File: config.mk
export PLATFORM = sky130hd
export DESIGN_NAME = uart_cmd_tx_flat
export DESIGN_NICKNAME = d
export VERILOG_FILES = /design/src/rtl/uart_cmd_pkg.sv /design/src/rtl/uart_cmd_tx_if.sv /design/src/rtl/uart_tx_byte.sv /design/src/rtl/uart_cmd_tx.sv /design/src/flat_wrapper.sv
export SDC_FILE = /design/constraint.sdc
export NUM_CORES = 1
export LEC_CHECK = 0
export BUFFER_PORTS_ARGS = -buffer_cell sky130_fd_sc_hd__buf_2
export CORE_MARGIN = 2
export CORE_UTILIZATION = 52
export CTS_CLUSTER_DIAMETER = 30
export DETAILED_ROUTE_END_ITERATION = 8
export HOLD_SLACK_MARGIN = 0.03
export PLACE_DENSITY_LB_ADDON = 0.1
export SLEW_MARGIN = 15
export SYNTH_ARGS = -nofsm -noshare
export SYNTH_HDL_FRONTEND = slang
export SYNTH_SLANG_ARGS = --single-unit
File: constraint.sdc
create_clock -name clk -period 2.6 [get_ports clk]
set_input_delay 0.13 -clock clk [delete_from_list [all_inputs] [get_ports clk]]
set_output_delay 0.13 -clock clk [all_outputs]
set_load 0.03 [all_outputs]
File: src/rtl/uart_cmd_pkg.sv
// Shared constants and types for the "!" command frame, used by both the
// command receiver and the command transmitter.
package uart_cmd_pkg;

  localparam logic [7:0] SOF       = 8'h21;
  localparam logic [7:0] CH_M      = 8'h4D;
  localparam logic [7:0] CH_G      = 8'h47;
  localparam logic [7:0] CH_B      = 8'h42;
  localparam int         FRAME_LEN = 4;

  typedef enum logic [1:0] {
    SEL_M   = 2'd0,
    SEL_G   = 2'd1,
    SEL_B   = 2'd2,
    SEL_INV = 2'd3
  } sel_e;

  typedef enum logic [1:0] {
    ST_IDLE = 2'd0,
    ST_SEND = 2'd1,
    ST_NEXT = 2'd2
  } frame_state_e;

  function automatic logic [7:0] sel_char(input sel_e s);
    case (s)
      SEL_M:   return CH_M;
      SEL_G:   return CH_G;
      default: return CH_B;
    endcase
  endfunction

  // Payload bytes wrap mod 256; the receiver subtracts the same offset.
  function automatic logic [7:0] add_offset(input logic [7:0] b, input logic [7:0] off);
    return b + off;
  endfunction

endpackage

File: src/rtl/uart_cmd_tx_if.sv
// Request/status bundle between a command source and the frame transmitter.
interface uart_cmd_tx_if;

  logic        send;
  logic [1:0]  sel;
  logic [15:0] value;
  logic        busy;
  logic        done;
  logic        oData;

  modport master (output send, sel, value, input busy, done, oData);
  modport slave  (input send, sel, value, output busy, done, oData);

endinterface

File: src/rtl/uart_tx_byte.sv
// 8N1 byte serializer. done is high in the last cycle of the stop bit so a
// new start on that same edge chains bytes with no idle gap.
module uart_tx_byte #(
  parameter int CLKS_PER_BIT = 434
) (
  input  logic       clk,
  input  logic       rst,
  input  logic       start,
  input  logic [7:0] byte_in,
  output logic       tx,
  output logic       done,
  output logic       active
);

  localparam int              CNT_W    = (CLKS_PER_BIT > 1) ? $clog2(CLKS_PER_BIT) : 1;
  localparam logic [CNT_W-1:0] CNT_LAST = CNT_W'(CLKS_PER_BIT - 1);

  logic [CNT_W-1:0] r_cnt;
  logic [3:0]       r_bit;
  logic [7:0]       r_shift;
  logic             r_tx;
  logic             r_active;
  logic             w_bit_end;
  logic             w_load;

  assign w_bit_end = r_active && (r_cnt == CNT_LAST);
  assign done      = w_bit_end && (r_bit == 4'd9);
  assign w_load    = start && (!r_active || done);
  assign tx        = r_tx;
  assign active    = r_active;

  always_ff @(posedge clk) begin
    if (rst) begin
      r_active <= 1'b0;
      r_cnt    <= '0;
      r_bit    <= '0;
      r_tx     <= 1'b1;
    end else if (w_load) begin
      r_active <= 1'b1;
      r_cnt    <= '0;
      r_bit    <= '0;
      r_tx     <= 1'b0;
    end else if (w_bit_end) begin
      r_cnt <= '0;
      if (r_bit == 4'd9) begin
        r_active <= 1'b0;
        r_bit    <= '0;
        r_tx     <= 1'b1;
      end else begin
        r_bit <= r_bit + 4'd1;
        r_tx  <= (r_bit == 4'd8) ? 1'b1 : r_shift[0];
      end
    end else if (r_active) begin
      r_cnt <= r_cnt + CNT_W'(1);
    end
  end

  // Data bits leave LSB first; the shifter advances once per data bit.
  always_ff @(posedge clk) begin
    if (w_load) begin
      r_shift <= byte_in;
    end else if (w_bit_end && (r_bit < 4'd8)) begin
      r_shift <= {1'b0, r_shift[7:1]};
    end
  end

endmodule

File: src/rtl/uart_cmd_tx.sv
// Frames a 16-bit command into the 4-byte "!" frame and sends it over a UART
// line. The next byte is handed to the serializer on its done edge.
module uart_cmd_tx
  import uart_cmd_pkg::*;
#(
  parameter int CLKS_PER_BIT = 434,
  parameter int OFFSET       = 30
) (
  input logic           clk,
  input logic           rst,
  uart_cmd_tx_if.slave  bus
);

  frame_state_e r_state;
  frame_state_e w_state_nxt;
  logic [1:0]   r_idx;
  logic [1:0]   w_idx_nxt;
  logic [7:0]   r_buf [FRAME_LEN];
  logic         w_accept;
  logic         w_ser_start;
  logic [7:0]   w_ser_byte;
  logic         w_ser_done;
  logic         w_ser_active;
  logic         w_tx;
  logic         w_done;
  sel_e         w_sel;

  assign w_sel = sel_e'(bus.sel);

  uart_tx_byte #(.CLKS_PER_BIT(CLKS_PER_BIT)) u_ser (
    .clk     (clk),
    .rst     (rst),
    .start   (w_ser_start),
    .byte_in (w_ser_byte),
    .tx      (w_tx),
    .done    (w_ser_done),
    .active  (w_ser_active)
  );

  always_ff @(posedge clk) begin
    if (rst) begin
      r_state <= ST_IDLE;
      r_idx   <= '0;
    end else begin
      r_state <= w_state_nxt;
      r_idx   <= w_idx_nxt;
    end
  end

  // The final NEXT cycle is also an accept window, so back-to-back frames
  // are separated only by the single done cycle.
  always_comb begin
    w_state_nxt = r_state;
    w_idx_nxt   = r_idx;
    w_accept    = 1'b0;
    w_ser_start = 1'b0;
    w_ser_byte  = SOF;
    w_done      = 1'b0;
    case (r_state)
      ST_IDLE: begin
        w_accept = bus.send && (w_sel != SEL_INV);
      end
      ST_SEND: begin
        if (w_ser_done) begin
          w_state_nxt = ST_NEXT;
          if (r_idx != 2'd3) begin
            w_ser_start = 1'b1;
            w_ser_byte  = r_buf[r_idx + 2'd1];
          end
        end
      end
      ST_NEXT: begin
        if (r_idx != 2'd3) begin
          w_idx_nxt   = r_idx + 2'd1;
          w_state_nxt = ST_SEND;
        end else begin
          w_done      = 1'b1;
          w_state_nxt = ST_IDLE;
          w_accept    = bus.send && (w_sel != SEL_INV);
        end
      end
      default: begin
        w_state_nxt = ST_IDLE;
      end
    endcase
    if (w_accept) begin
      w_ser_start = 1'b1;
      w_ser_byte  = SOF;
      w_idx_nxt   = '0;
      w_state_nxt = ST_SEND;
    end
  end

  always_ff @(posedge clk) begin
    if (w_accept) begin
      r_buf[0] <= SOF;
      r_buf[1] <= sel_char(w_sel);
      r_buf[2] <= add_offset(bus.value[15:8], 8'(OFFSET));
      r_buf[3] <= add_offset(bus.value[7:0], 8'(OFFSET));
    end
  end

  assign bus.busy  = w_ser_active;
  assign bus.done  = w_done;
  assign bus.oData = w_tx;

endmodule
File: src/flat_wrapper.sv
// flat-port wrapper written by rule: the top's interface ports become plain ports
module uart_cmd_tx_flat import uart_cmd_pkg::*;
#(
  parameter int CLKS_PER_BIT = 434,
  parameter int OFFSET       = 30
)
  (clk, rst, bus_send, bus_sel, bus_value, bus_busy, bus_done, bus_oData);
  uart_cmd_tx_if bus_i ();
  input logic clk;
  input logic rst;
  input wire logic [$bits(bus_i.send)-1:0] bus_send;
  input wire logic [$bits(bus_i.sel)-1:0] bus_sel;
  input wire logic [$bits(bus_i.value)-1:0] bus_value;
  output wire logic [$bits(bus_i.busy)-1:0] bus_busy;
  output wire logic [$bits(bus_i.done)-1:0] bus_done;
  output wire logic [$bits(bus_i.oData)-1:0] bus_oData;
  assign bus_i.send = bus_send;
  assign bus_i.sel = bus_sel;
  assign bus_i.value = bus_value;
  assign bus_busy = bus_i.busy;
  assign bus_done = bus_i.done;
  assign bus_oData = bus_i.oData;
  uart_cmd_tx #(.CLKS_PER_BIT(CLKS_PER_BIT), .OFFSET(OFFSET)) u_core (.clk(clk), .rst(rst), .bus(bus_i));
endmodule
# After elaboration in Yosys (flattened, before gate mapping)
# Memory sizes are Yosys's and may differ from the RTL's.
# Index checks and enable logic that the tools add are counted.
word_totals:
  inputBits: 21
  elab_cells: 76
  mem_count: 1
  register_bits: 27
  output_inout_bits: 3
  mem_bits_rw: 32
memory_table:
  columns: ["name", "depth", "width", "rd", "rd_ports_with_merged_regs", "write_ports", "line", "source"]
  rows:
  - ["u_core.r_buf", 4, 8, 1, 0, 4, "uart_cmd_tx.sv:18", "logic [7:0] r_buf [FRAME_LEN];"]
classes:
  muxes: 30
  order_cmp: 1
  n_bitwise: 1
  eq_ne: 11
  add_sub_neg: 5
  n_reduce_logical: 19
ops:
  columns: ["operator", "n"]
  rows:
  - ["two-way mux 8 bit", 7]
  - ["two-way mux 1 bit", 18]
  - ["adder 8 x 5 -> 8 bit, second input constant", 2]
  - ["adder 9 x 1 -> 9 bit, second input constant", 1]
  - ["equality test 9 bit, second input constant", 1]
  - ["equality test 4 bit, second input constant", 2]
  - ["one-hot mux 4 bit (2 select lines)", 1]
  - ["AND reduction 2 bit", 4]
  - ["inequality test 2 bit, second input constant", 3]
  - ["one-hot mux 2 bit (3 select lines)", 1]
  - ["nonzero test 2 bit", 3]
  - ["logical AND 1 bit", 5]
  - ["adder 4 x 1 -> 4 bit, second input constant", 1]
  - ["equality test 2 x 1 -> 1 bit, second input constant", 2]
  - ["logical NOT 2 bit", 2]
  - ["< comparator 4 bit, second input constant", 1]
  - ["two-way mux 4 bit", 1]
  - ["OR reduction 2 bit", 2]
  - ["inequality test 3 x 2 -> 1 bit, second input constant", 1]
  - ["OR reduction 3 bit", 1]
  - ["adder 2 x 1 -> 2 bit, second input constant", 1]
  - ["equality test 2 bit, second input constant", 1]
  - ["two-way mux 2 bit", 1]
  - ["inequality test 2 x 1 -> 1 bit, second input constant", 1]
  - ["other kinds (4)", 4]

# Longest topological paths before layout
# Gate-level depths: netlist of run 1.
logic_depth:
  ltp_word: 9
  ltp_mapped: 7
  mapped_depth_nobuf: 6

# Modules after synthesis
# From an unflattened synthesis of run 1, not the netlist that was laid out.
hier_totals:
  hier_cells: 208
  hier_area_um2: 2362.3
modules_own_cells:
  columns: ["mod", "instances", "area_per_inst_um2", "cells_each"]
  rows:
  - ["uart_cmd_tx", 1, 1221.2, 102]
  - ["uart_tx_byte", 1, 1141.1, 106]

# Worst setup path after synthesis of run 1
# Ideal clock, no wire load.
synth_timing:
  kind: "reg2reg"
  from: "reg u_core.r_idx[0]"
  to: "reg u_core.u_ser.r_shift[0], enable pin"
  path_stages_with_launch: 7
  t_required_ns: 2.216
  synth_period_minus_slack_ns: 2.473
  setup_ns: 0.384
  arrival_ns: 2.089
  setup_slack_ns: 0.127
  cell_sequence: "dfxtp_1 -> ha_1 -> nand2b_1 -> nand4b_2 -> inv_1 -> a22oi_2 -> o21ai_0"
synth_lines:
  columns: ["item", "line", "source"]
  rows:
  - ["start: declaration", "uart_cmd_tx.sv:16", "logic [1:0] r_idx;"]
  - ["start signal: assignment", "uart_cmd_tx.sv:46", "r_idx <= w_idx_nxt;"]
  - ["inequality test 2 bit", "uart_cmd_tx.sv:73", "if (r_idx != 2'd3) begin"]
  - ["two-way mux 1 bit", "uart_cmd_tx.sv:73", null]
  - ["one-hot mux 1 bit (2 select lines)", "uart_cmd_tx.sv:59", "case (r_state)"]
  - ["net u_core.w_accept", "uart_cmd_tx.sv:19", "logic w_accept;"]
  - ["two-way mux 1 bit", "uart_cmd_tx.sv:86", "if (w_accept) begin"]
  - ["logical AND 1 bit", "uart_tx_byte.sv:28", "assign w_load = start && (!r_active || done);"]
  - ["nonzero test 2 bit (no source line)", null, null]
  - ["end signal: assignment", "uart_tx_byte.sv:61", "r_shift <= byte_in;"]
  - ["end signal: assignment", "uart_tx_byte.sv:63", "r_shift <= {1'b0, r_shift[7:1]};"]
  - ["end: declaration", "uart_tx_byte.sv:20", "logic [7:0] r_shift;"]
# The timed path passes the listed nets, and every way through them passes these cells.
# A chain may end at the register's enable or synchronous reset.

# Worst setup path in the final report of run 1
layout_timing:
  from: "reg u_core.u_ser.r_bit[3]"
  to: "reg u_core.u_ser.r_shift[6], enable pin"
layout_between:
  elab_chain_len: 7
layout_lines:
  columns: ["item", "line", "source"]
  rows:
  - ["start: declaration", "uart_tx_byte.sv:19", "logic [3:0] r_bit;"]
  - ["start signal: assignment", "uart_tx_byte.sv:50", "r_bit <= r_bit + 4'd1;"]
  - ["equality test 4 bit", "uart_tx_byte.sv:27", "assign done = w_bit_end && (r_bit == 4'd9);"]
  - ["logical AND 1 bit", "uart_tx_byte.sv:27", null]
  - ["two-way mux 1 bit", "uart_cmd_tx.sv:64", "if (w_ser_done) begin"]
  - ["two-way mux 1 bit", "uart_cmd_tx.sv:59", null]
  - ["two-way mux 1 bit", "uart_cmd_tx.sv:86", null]
  - ["logical AND 1 bit", "uart_tx_byte.sv:28", null]
  - ["nonzero test 2 bit (no source line) *", null, null]
# Mark *: on every way between the ends. The rest lies on a longest branch, timed or not.

==> flow_summary.toml, run 1 <==
[logic_synthesis]
yosysWarnings = 0
syn_area_per_cell_sq_um = 11.0
ys_seq_area_share_pct = 51.5
synth_cell_type_count = 46
synth_seq_cells = 46
async_flop_share_pct = 0
syn_inst = 210
ys.flop_type = "edfxtp_1"
synth_edf_count = 27
synth_area_sq_um = 2310
syn-num-nets = 236

[worst_setup_path]
critPathArrivalTime_ns = 2.23
cp_slowest_cell = "o41ai_2"
path_cells = "or3b_4, o41ai_2, a22oi_2, o21ai_1"
crit_fanout = 8
worst_setup_path_start_kind = "register"
slowest_delay_ns = 0.47
crit_required_ns = 2.53
worstSetupEndpointType = "register"
criticalPathCategory = "register to register"

[pwr]
power_report.internal_total_mw = 1.09
leakagePower_nw = 0.982
power_frac_comb_pct = 10.5
power_switching_mw = 0.329
powerDensity_nw_per_um2 = 543
switching_share_pct = 23.2
max-vdd-ir-drop_mv = 0.284
power_frac_seq_pct = 58.8
clockPowerShare_pct = 30.7

[worst_hold_path]
hold_path_class = "primary input to register"

[final_layout]
drive_above_1_share_pct = 20.2
fin_nets = 267
area_growth_pct = 12.9
antenna_cells = 0

[placement]
post-dp-hpwl_um = 3420
place_congestion = 0.913
io_buffers = 23

[floorplan]
core_sq_um = 4320
die_h_um = 70.7
io_pins = 24
dieArea_sq_um = 4990
rows = 24
die_w_um = 70.7
initial_core_util_pct = 53.4

[route]
post-route-drc-count = 0
drt_wl_total_um = 4430
dr.pass1.iters = 4
viasPerCell = 5.71
drt_iter0_markers = 159
dr_total_vias = 1680
antenna_left = 0
routedWlPerCell_um = 15.1

[clocking]
cts_inserted_buffers = 5
clock_latency_ns = 0.30
cts_tree = "done"
path_clk_slew_ns = 0.09
htreeDepth = 2
cts.sinks = 46
cts_buffer_depth = 2
cts-root-buf = "clkbuf_8"
post_cts_resized = 0

[sta]
whs_ns = 0.0938
rsz0062_at_grt = "no"
fin_crit_ns = 2.29
worstMarginPinSlew_ns = 0.719
finalCritPeriodShare_pct = 88.3
hold_viol = 0
relSlewSlack_pct = 51.7
max_freq_mhz = 436
setup_tns_ns = 0
final.setup_skew_ns = 0.0110
slew_viol_final = 0
setup_viol = 0

[status]
status = "completed"

[global_routing]
grt_pass1_wl_um = 7460
grtUsageTotal_pct = 19.2
antenna_found_initial = 0
grt_pass1_vias = 1603
grt_max_degree = 24
grt_remaining_overflow = 0

[job]
max-cap-violations = 0
[per-stage QoR]
stage	total power [mW]	std cells	cell area, sq um	util [%]	worst slack, ns
2_1_floorplan	0.940	210	2310	-	0.127
3_3_place_gp	0.990	284	2500	57.8	0.463
3_5_place_dp	0.996	284	2500	57.8	0.341
4_1_cts	1.43	294	2610	60.3	0.293
5_1_grt	1.47	294	2610	60.3	0.207
6_report	1.42	294	2610	60.3	0.305
[cell families after synthesis]
group | count (synthesis) | synth area share [%]
mux | 9 | 4.01
fa+ha+maj | 5 | 2.71
buf+inv | 19 | 3.25
compound gates | 31 | 10.7
xor+xnor | 21 | 7.96
flops | 46 | 51.5
simple gates | 79 | 19.9
[cell usage after synthesis (3+ instances only)]
library cell | instances | share of area [%]
xnor2_1 | 10 | 3.8
dfxtp_1 | 19 | 16
inv_1 | 14 | 2.3
nand3_1 | 7 | 1.5
nand4_1 | 6 | 1.6
ha_1 | 5 | 2.7
a21oi_1 | 4 | 0.87
nand2b_1 | 5 | 1.4
a31oi_1 | 3 | 0.81
edfxtp_1 | 27 | 35
nor2b_1 | 3 | 0.81
nand2_1 | 13 | 2.1
o21ai_0 | 8 | 1.7
nor3_1 | 10 | 2.2
nor2_1 | 16 | 2.6
and3_1 | 3 | 0.81
xor2_1 | 11 | 4.2
mux2i_1 | 7 | 3.0
clkbuf_1 | 4 | 0.65
[metal layers]
metal  global-route usage (%)  part of all wire [%]
met1                     26.2                    46
met2                     30.2                    47
met4                     6.92                   2.0
met5                        0                     0
met3                     4.42                   4.6
[layout by cell type, fill, tap and decap left out, types with 3 or more instances in the layout]
cell type,count
ha_1,5
nor2_1,16
mux2i_1,7
clkbuf_8,6
nand2b_1,5
nand3_1,7
a31oi_1,3
xnor2_1,10
dfxtp_1,19
nand4_1,6
o21ai_0,7
buf_4,4
edfxtp_1,27
a21oi_1,4
nor2b_1,3
and3_1,3
nor3_1,10
buf_2,23
xor2_1,11
nand2_1,13
inv_1,14
[critical path: cells and delay by family, from the launching register on]
| kind | cells | cell delay [ns] |
|---|---|---|
| flip-flops | 1 | 0.40 |
| AO/OA/AOI/OAI | 3 | 1.09 |
| AND/OR/NAND/NOR | 1 | 0.44 |
[layout make-up]
class / instances / area [sq um]
Clock buffer: 6 / 82.6
Clock inverter: 2 / 7.51
Fill cell: 370 / 1720
Inverter: 14 / 52.6
Multi-Input combinational cell: 145 / 1040
Sequential cell: 46 / 1190
Tap cell: 52 / 65.1
Timing Repair Buffer: 29 / 165
[flip-flops by register name, indices dropped and copies added (netlist names)]
name,cells
u_core.r_state,2
u_core.r_idx,2
u_core.u_ser.tx,1
u_core.u_ser.r_shift,8
u_core.u_ser.active,1
u_core.u_ser.r_bit,4
u_core.r_buf,19
u_core.u_ser.r_cnt,9
[power by group through the flow]
stage / Sequential [mW] / Combinational, mW / Clock, mW
6_report: 0.833 / 0.149 / 0.435
5_1_grt: 0.837 / 0.165 / 0.472
4_1_cts: 0.833 / 0.149 / 0.444
3_5_place_dp: 0.850 / 0.146 / 0
3_3_place_gp: 0.849 / 0.141 / 0
2_1_floorplan: 0.848 / 0.0915 / 0
[what timing repair did]
action	4_1_cts	5_1_grt
setup buffers	0	0
hold buffers	2	0
endpoints found under the hold margin	2	0
[final timing paths]
| kind | start | end | slack [ns] | cells after the start |
|---|---|---|---|---|
| max reg2reg | u_core.u_ser.r_bit[3] | u_core.u_ser.r_shift[6] | 0.31 | 4 |
| min | bus_sel[1] | u_core.r_buf[1][2] | 0.09 | 2 |
| max | u_core.u_ser.r_bit[3] | u_core.u_ser.r_shift[6] | 0.31 | 4 |
| min reg2reg | u_core.u_ser.r_cnt[1] | u_core.u_ser.r_cnt[1] | 0.52 | 2 |
Note: power is estimated with default switching activity, not from simulation.
==> run 2, diff against run 1 <==
==> constraint.sdc (replaced) <==
create_clock -name clk -period 2.6 [get_ports clk]
set_input_delay 0.52 -clock clk [delete_from_list [all_inputs] [get_ports clk]]
set_output_delay 0.52 -clock clk [all_outputs]
set_load 0.03 [all_outputs]
==> run 2 against run 1 <==
Sequential power hardly changed. Clock skew about the same. Combinational power hardly changed. Power is essentially flat. Via count shrank 1.4%. Wire length barely moved.
==> flow_summary.toml, run 2 (same netlist as run 1, synthesis figures left out) <==
[status]
status = "completed"

[route]
routedWlPerCell_um = 15.2
drt_wl_total_um = 4430
viasPerCell = 5.67
dr_total_vias = 1656
dr.pass1.iters = 4
antenna_left = 0
post-route-drc-count = 0
drt_iter0_markers = 143

[pwr]
switching_share_pct = 23.3
power_frac_seq_pct = 58.9
power_switching_mw = 0.329
clockPowerShare_pct = 30.8
powerDensity_nw_per_um2 = 547
power_frac_comb_pct = 10.3
leakagePower_nw = 0.974
max-vdd-ir-drop_mv = 0.284
power_report.internal_total_mw = 1.09
finalPower_mw = 1.42

[worst_setup_path]
crit_fanout = 8
crit_required_ns = 2.53
reg2regPathDepth = 4
worst_setup_path_start_kind = "register"
r2r-end = "u_core.u_ser.r_shift[0]"
reg2reg_slack_ns = 0.29
worstSetupEndpointType = "register"
r2r_start = "u_core.u_ser.r_bit[3]"
critPathArrivalTime_ns = 2.25
criticalPathCategory = "register to register"

[clocking]
cts-root-buf = "clkbuf_8"
cts_buffer_depth = 2
ctsHoldBuffers = 0
cts_inserted_buffers = 5
post-cts-setup-buffers = 0
clock_latency_ns = 0.30
cts_tree = "done"
post_cts_resized = 0
cts.sinks = 46
htreeDepth = 2
path_clk_slew_ns = 0.09

[global_routing]
grtUsageTotal_pct = 19.1
antenna_found_initial = 0
grt_pass1_wl_um = 7440
grt_remaining_overflow = 0
grt_pass1_vias = 1593
grt_max_degree = 24

[sta]
hold_viol = 0
setup_tns_ns = 0
setup_viol = 0
final.setup_skew_ns = 0.0109
rsz0062_at_grt = "no"
worstMarginPinSlew_ns = 0.718
relSlewSlack_pct = 51.8
whs_ns = 0.401
max_freq_mhz = 432
slew_viol_final = 0
fin_crit_ns = 2.31
finalCritPeriodShare_pct = 89.0

[final_layout]
fin_nets = 265
largest_reg_flops = 19
top_register = "u_core.r_buf"
area_growth_pct = 12.0
final_common_cell = "edfxtp_1"
final_cell_mix = "edfxtp_1, buf_2, dfxtp_1, nor2_1, inv_1"
top_regs = "u_core.r_buf (19), u_core.u_ser.r_cnt (9), u_core.u_ser.r_shift (8)"
drive_above_1_share_pct = 20.4
antenna_cells = 0

[floorplan]
rows = 24
dieArea_sq_um = 4990
core_sq_um = 4320
die_h_um = 70.7
initial_core_util_pct = 53.4
io_pins = 24
die_w_um = 70.7

[worst_hold_path]
hold_path_class = "primary input to register"
min_from = "bus_value[8]"
whs_path_depth = 1
min_to = "u_core.r_buf[2][0]"

[placement]
place_congestion = 0.913
post-dp-hpwl_um = 3420
io_buffers = 23

[job]
max-cap-violations = 0
## run 2: changes by cell type in the layout (fill, tap and decap cells not counted)
| cell | before | now |
|---|---|---|
| dlygate4sd3_1 | 2 | 0 |
## run 2: final cells by class
type	instances	area (sq um)
clock buffers	6	82.6
flip-flops and latches	46	1190
clock inverters	2	7.51
multi-input cells	145	1040
fillers	373	1740
repair buffers	27	145
well taps	52	65.1
inverters	14	52.6
## run 2: worst max path at each step
| stage | to | startpoint | cells after the start | slack, ns |
|---|---|---|---|---|
| 4_1_cts | u_core.u_ser.r_shift[0] | u_core.u_ser.r_bit[3] | 4 | 0.29 |
| 2_1_floorplan | u_core.u_ser.r_shift[0] | u_core.r_idx[0] | 6 | 0.13 |
| 6_report | u_core.u_ser.r_shift[0] | u_core.u_ser.r_bit[3] | 4 | 0.29 |
| 3_3_place_gp | u_core.u_ser.r_shift[6] | u_core.u_ser.r_bit[3] | 4 | 0.46 |
| 5_1_grt | u_core.u_ser.r_shift[2] | u_core.u_ser.r_bit[3] | 4 | 0.21 |
| 3_5_place_dp | u_core.u_ser.r_shift[5] | u_core.u_ser.r_bit[3] | 4 | 0.34 |
## run 2: metrics by stage
step / setup WS (ns) / utilization (%) / std cells / cell area, sq um
final: 0.287 / 59.9 / 292 / 2590
after global routing: 0.207 / 59.9 / 292 / 2590
after CTS: 0.293 / 59.9 / 292 / 2590
after detailed placement: 0.341 / 57.8 / 284 / 2500
after global placement: 0.463 / 57.8 / 284 / 2500
after floorplan: 0.127 / - / 210 / 2310
## run 2: power by group through the flow
stage | combinational (mW) | clock, mW | sequential (mW)
2_1_floorplan | 0.0915 | 0 | 0.848
3_3_place_gp | 0.141 | 0 | 0.849
3_5_place_dp | 0.146 | 0 | 0.850
4_1_cts | 0.147 | 0.444 | 0.833
5_1_grt | 0.163 | 0.470 | 0.837
6_report | 0.146 | 0.436 | 0.833
## run 2: worst max-delay path, cell delays in order (launching register included)
cell and delay (ns):
dfxtp_1 0.41, or3b_4 0.44, o41ai_2 0.48, a22oi_2 0.18, o21ai_1 0.44
## run 2: metal layers
layer / wire length, um / vias to the layer above / global-route usage, %
met2: 2100 / 53 / 29.8
met4: 82 / 0 / 6.92
met1: 2050 / 767 / 26.5
met3: 202 / 11 / 4.42
li1: - / 825 / -
met5: 0 / - / 0
